## src/rtl/pixel_readout_capture.sv

```systemverilog
// rtl/pixel_readout_capture.sv - two-row pixel readout capture with 4-word pixel stream
// Optional feature macro: READOUT_FRAME_COUNTER_EN adds the Frame_count output.
module pixel_readout_capture #(
  parameter int DATA_W = 8
) (
  input  logic              Clk,
  input  logic              Reset,
  input  logic              Erase,
  input  logic              Expose,
  input  logic              NRE_1,
  input  logic              NRE_2,
  input  logic              ADC,
  input  logic [DATA_W-1:0] ADC_1_data,
  input  logic [DATA_W-1:0] ADC_2_data,
  output logic [DATA_W-1:0] Pix_data,
  output logic              Pix_valid,
  input  logic              Pix_ready,
  output logic              Pix_last,
  output logic              Frame_err
`ifdef READOUT_FRAME_COUNTER_EN
  ,
  output logic [7:0]        Frame_count
`endif
);

  typedef enum logic [2:0] {
    IDLE   = 3'd0,
    ARMED  = 3'd1,
    EXPOSE = 3'd2,
    READ   = 3'd3,
    DRAIN  = 3'd4
  } state_t;

  state_t            state;
  state_t            state_next;
  logic              adc_q;
  logic              expose_q;
  logic              row1_done;
  logic              row2_done;
  logic [DATA_W-1:0] r1c1;
  logic [DATA_W-1:0] r1c2;
  logic [DATA_W-1:0] r2c1;
  logic [DATA_W-1:0] r2c2;
  logic [1:0]        idx;

  logic              adc_fall;
  logic              cap_row1;
  logic              cap_row2;
  logic              cap_conflict;
  logic              xfer;
  logic              frame_done;

  // State register; everything else follows from state and the registered datapath.
  always_ff @(posedge Clk) begin
    if (Reset) begin
      state <= IDLE;
    end else begin
      state <= state_next;
    end
  end

  // Next-state decode, capture qualifiers and the combinational stream outputs.
  always_comb begin
    state_next   = state;
    adc_fall     = adc_q & ~ADC;
    cap_row1     = 1'b0;
    cap_row2     = 1'b0;
    cap_conflict = 1'b0;
    Pix_valid    = 1'b0;
    Pix_last     = 1'b0;
    Pix_data     = '0;

    // Erase wins over a same-cycle capture, so captures are qualified with !Erase.
    if (state == READ && !Erase && adc_fall) begin
      cap_row1     = !NRE_1 &&  NRE_2;
      cap_row2     =  NRE_1 && !NRE_2;
      cap_conflict = !NRE_1 && !NRE_2;
    end

    if (state == DRAIN) begin
      Pix_valid = 1'b1;
      Pix_last  = (idx == 2'd3);
      case (idx)
        2'd0:    Pix_data = r1c1;
        2'd1:    Pix_data = r1c2;
        2'd2:    Pix_data = r2c1;
        default: Pix_data = r2c2;
      endcase
    end

    xfer       = Pix_valid & Pix_ready;
    frame_done = xfer & Pix_last;

    case (state)
      IDLE: begin
        if (Erase) state_next = ARMED;
      end
      ARMED: begin
        if (Expose && !Erase) state_next = EXPOSE;
      end
      EXPOSE: begin
        if (Erase)                    state_next = ARMED;
        else if (expose_q && !Expose) state_next = READ;
      end
      READ: begin
        if (Erase)                       state_next = ARMED;
        else if (row1_done && row2_done) state_next = DRAIN;
      end
      DRAIN: begin
        if (frame_done) state_next = IDLE;
      end
      default: state_next = IDLE;
    endcase
  end

  // Edge registers, row slots, drain pointer and the sticky error flag.
  always_ff @(posedge Clk) begin
    if (Reset) begin
      adc_q     <= 1'b0;
      expose_q  <= 1'b0;
      row1_done <= 1'b0;
      row2_done <= 1'b0;
      r1c1      <= '0;
      r1c2      <= '0;
      r2c1      <= '0;
      r2c2      <= '0;
      idx       <= 2'd0;
      Frame_err <= 1'b0;
    end else begin
      adc_q    <= ADC;
      expose_q <= Expose;

      if (Erase && state != DRAIN) begin
        row1_done <= 1'b0;
        row2_done <= 1'b0;
      end else if (frame_done) begin
        row1_done <= 1'b0;
        row2_done <= 1'b0;
      end else begin
        // A repeated capture of a row simply overwrites its slots.
        if (cap_row1) begin
          r1c1      <= ADC_1_data;
          r1c2      <= ADC_2_data;
          row1_done <= 1'b1;
        end
        if (cap_row2) begin
          r2c1      <= ADC_1_data;
          r2c2      <= ADC_2_data;
          row2_done <= 1'b1;
        end
      end

      if (state != DRAIN) begin
        idx <= 2'd0;
      end else if (xfer) begin
        idx <= idx + 2'd1;
      end

      if (cap_conflict || (state == DRAIN && Erase)) begin
        Frame_err <= 1'b1;
      end
    end
  end

`ifdef READOUT_FRAME_COUNTER_EN
  // Completed-frame counter, wraps naturally at 8 bits.
  always_ff @(posedge Clk) begin
    if (Reset) begin
      Frame_count <= 8'd0;
    end else if (frame_done) begin
      Frame_count <= Frame_count + 8'd1;
    end
  end
`endif

endmodule

```

## config.mk

```make
export PLATFORM = sky130hd
export DESIGN_NAME = pixel_readout_capture
export DESIGN_NICKNAME = d
export VERILOG_FILES = /design/src/rtl/pixel_readout_capture.sv
export SDC_FILE = /design/constraint.sdc
export NUM_CORES = 1
export LEC_CHECK = 0
export BUFFER_PORTS_ARGS = -buffer_cell sky130_fd_sc_hd__buf_2
export CELL_PAD_IN_SITES_DETAIL_PLACEMENT = 1
export CELL_PAD_IN_SITES_GLOBAL_PLACEMENT = 2
export CORE_MARGIN = 2
export CORE_UTILIZATION = 30
export DETAILED_ROUTE_END_ITERATION = 8
export GPL_TIMING_DRIVEN = 1
export PLACE_DENSITY_LB_ADDON = 0.3
export SYNTH_ARGS = -nofsm -noshare
export SYNTH_HDL_FRONTEND = slang
export SYNTH_SLANG_ARGS = --single-unit
```

## constraint.sdc

```tcl
create_clock -name Clk -period 1.6 [get_ports Clk]
set_input_delay 0.32 -clock Clk [delete_from_list [all_inputs] [get_ports Clk]]
set_output_delay 0.32 -clock Clk [all_outputs]
set_load 0.01 [all_outputs]
```

==> results.yml <==
drt:
  dr.first_iter.drc_count: 62
  num_vias: 1581
  viasPerCell: 4.82
  first_pass_iters: 4
  finalWirelength_mm: 4.79
  drc: 0
  postRouteAntennaNets: 0
  wl_per_cell_um: 14.6
synth:
  syn_area_per_cell_um2: 9.30
  yosys-top-cells-area: "dfxtp_1 (44%), mux2i_1 (17%), nor2_1 (9.9%), a222oi_1 (4.2%), ha_1 (3.3%)"
  post-synth-top-area-cell: "dfxtp_1"
  synthFlopType: "dfxtp_1"
  synth_top_area_share_pct: 43.7
  ys_ff_latch: 42
  synth_area_mm2: 0.00192
  synth_edf_count: 0
  async_flop_share_pct: 0
  yosys-top-cells-count: "nor2_1 (51), dfxtp_1 (42), mux2i_1 (33), a21oi_1 (11), clkbuf_1 (10)"
  syn_nets: 236
  ys_seq_area_share_pct: 43.7
  yosysWarningCount: 0
  synth_cell_types: 33
  synthMostInstantiatedCell: "nor2_1"
  synthCells: 207
floorplan:
  initial_utilization_pct: 30.7
  fp.dieW_um: 84.1
  rows: 29
  die_area_mm2: 0.00707
  io_pins: 35
  die_h_um: 84.1
  coreArea_mm2: 0.00628
timing:
  rsz0062_at_grt: "true"
  fmax_mhz: 495
  fin_crit_ns: 2.02
  finalHoldViolCount: 0
  tightest_slew_ns: 0.360
  fin_crit_sh_pct: 126
  fin_worst_skew_ns: 0.0103
  setup_violations: 10
  max-slew-margin-rel_pct: 76.0
  fin_tns_setup_ns: -3.17
  finalWorstSetupSlack_ns: -0.420
  slew_violations: 0
critical_path:
  arrival_ns: 1.70
  reg2reg_depth: 8
  cp_max_fo: 8
  crit_top_cell: "nor2_1"
  cp.required_ns: 1.28
  slowest_stage: "dfxtp_4"
  crit_type: "flip-flop to output pin"
  startpoint_type: "flip-flop"
  critPathMaxStageDelay_ns: 0.36
  crit_start: "idx[0]"
  rr_startpoint: "idx[0]"
  crit_chain: "buf_6 -> ha_4 -> a222oi_1 -> nor2_1 -> a21oi_1 -> nor2_1 -> buf_2"
  worst_setup_path_end_kind: "output pin"
clocking:
  h-tree-depth: 2
  clock-sinks: 42
  clockBufferDepth: 2
  clk_pin_slew_ns: 0.08
  clkLatencyLatePin_ns: 0.29
  root_buffer: "clkbuf_8"
  cts_tree: "done"
  cts_buffers: 5
place:
  globalplace.congestion: 0.721
  port_buffers: 34
  dp_hpwl_mm: 3.21
  placed_area_mm2: 0.00224
pwr:
  peakVddDrop_mv: 0.363
  total_leakage_power_nw: 1.21
  p_per_area_mw_per_mm2: 811
  power.total_mw: 2.02
global_route:
  grt_max_degree: 39
  grt_pass1_vias: 1621
  antenna_found_initial: 0
  grt_first_pass_wirelength_mm: 7.99
  overflow: 0
  grt.total_usage_pct: 14.4
job:
  cap_viol_max_count: 0
finish:
  diodes: 0
  drive_above_1_share_pct: 29.9
  nets: 279
  finalInstanceArea_mm2: 0.00249
  fillers: 749
  area_growth_pct: 29.3
  utilization_pct: 39.6
status:
  status: "complete, but fails checks"
  violations: "setup timing"
hold_path:
  min_path_type: "input pin to flip-flop"
  min_from: "ADC"
  min_delay_path_depth: 2
per-stage QoR:
| stage | worst slack (ns) | instances | hold WS, ns |
|---|---|---|---|
| after floorplan | 0.00661 | 207 | 0.435 |
| after global placement | -0.198 | 316 | 0.443 |
| after detailed placement | -0.214 | 316 | 0.453 |
| after CTS | -0.459 | 327 | 0.257 |
| after global routing | -0.548 | 328 | 0.276 |
| final | -0.420 | 328 | 0.262 |
cells by family after synthesis:
group | after synthesis | share of synthesized area (%)
DFF | 42 | 43.7
buffers and inverters | 21 | 5.85
xor gates and xnor gates | 1 | 0.455
muxes | 33 | 17.2
adders and majority gates | 5 | 3.25
and+or+nand+nor | 74 | 17.9
AOI/OAI and AO/OA | 31 | 11.6
registers in the layout, indices dropped and copies added (netlist names):
signal	cells
r1c1	8
r1c2	8
r2c1	8
r2c2	8
state	3
idx	2
Frame_err	1
adc_q	1
expose_q	1
row1_done	1
row2_done	1
power by group:
group          internal (mW)  switching (mW)
Sequential              1.05         0.00691
Combinational         0.0669          0.0664
Clock                  0.467           0.361
Total                   1.58           0.434
critical path: cells and delay by family (launching register included):
| kind | cells | cell delay, ns |
|---|---|---|
| adders and majority gates | 1 | 0.19 |
| and+or+nand+nor | 2 | 0.12 |
| DFF | 1 | 0.36 |
| buffers and inverters | 2 | 0.25 |
| AOI/OAI and AO/OA | 2 | 0.49 |
final timing paths:
check                           slack, ns     endpoint
worst max-delay path                -0.42  Pix_data[2]
worst min-delay path                 0.26        adc_q
worst max register to register       0.08     state[1]
worst min register to register       0.46    row2_done
timing repair:
item / in CTS / in global routing
resized for setup: 22 / 9
hold buffers: 0 / 0
endpoints found under the setup margin: 10 / 13
setup buffers: 3 / 1
pin swaps: 7 / 11
gates cloned: 0 / 0
cells in the final DEF (no fill, tap or decap), drive strengths merged:
cell / n
a211oi: 3
nor3: 4
nor3b: 1
mux2i: 33
bufinv: 1
nor2b: 5
nand2: 3
nor2: 51
inv: 6
o21bai: 1
ha: 5
a21oi: 11
xnor2: 1
and2b: 1
and4bb: 1
nand2b: 1
o21ai: 1
o21a: 1
a222oi: 8
and2: 2
o32ai: 1
buf: 51
dfxtp: 42
nand4b: 2
a31oi: 1
or3b: 2
or3: 1
clkbuf: 7
a21o: 1
a22o: 1
a21boi: 2
routing by layer:
layer	track usage, %	up-vias	share of wire, %
met5	0	-	0
met3	3.36	7	3.9
li1	-	803	-
met1	18.7	738	47
met2	23.2	33	48
met4	5.28	0	1.4
layout make-up:
| cell class | instances | area (um^2) | area share (%) |
|---|---|---|---|
| Clock inverter | 1 | 30.0 | 1.21 |
| Multi-Input combinational cell | 144 | 1040 | 41.7 |
| Clock buffer | 7 | 76.3 | 3.07 |
| Tap cell | 77 | 96.3 | 3.87 |
| Inverter | 6 | 27.5 | 1.11 |
| Timing Repair Buffer | 51 | 367 | 14.7 |
| Sequential cell | 42 | 853 | 34.3 |
(Power assumes the default switching activity.)
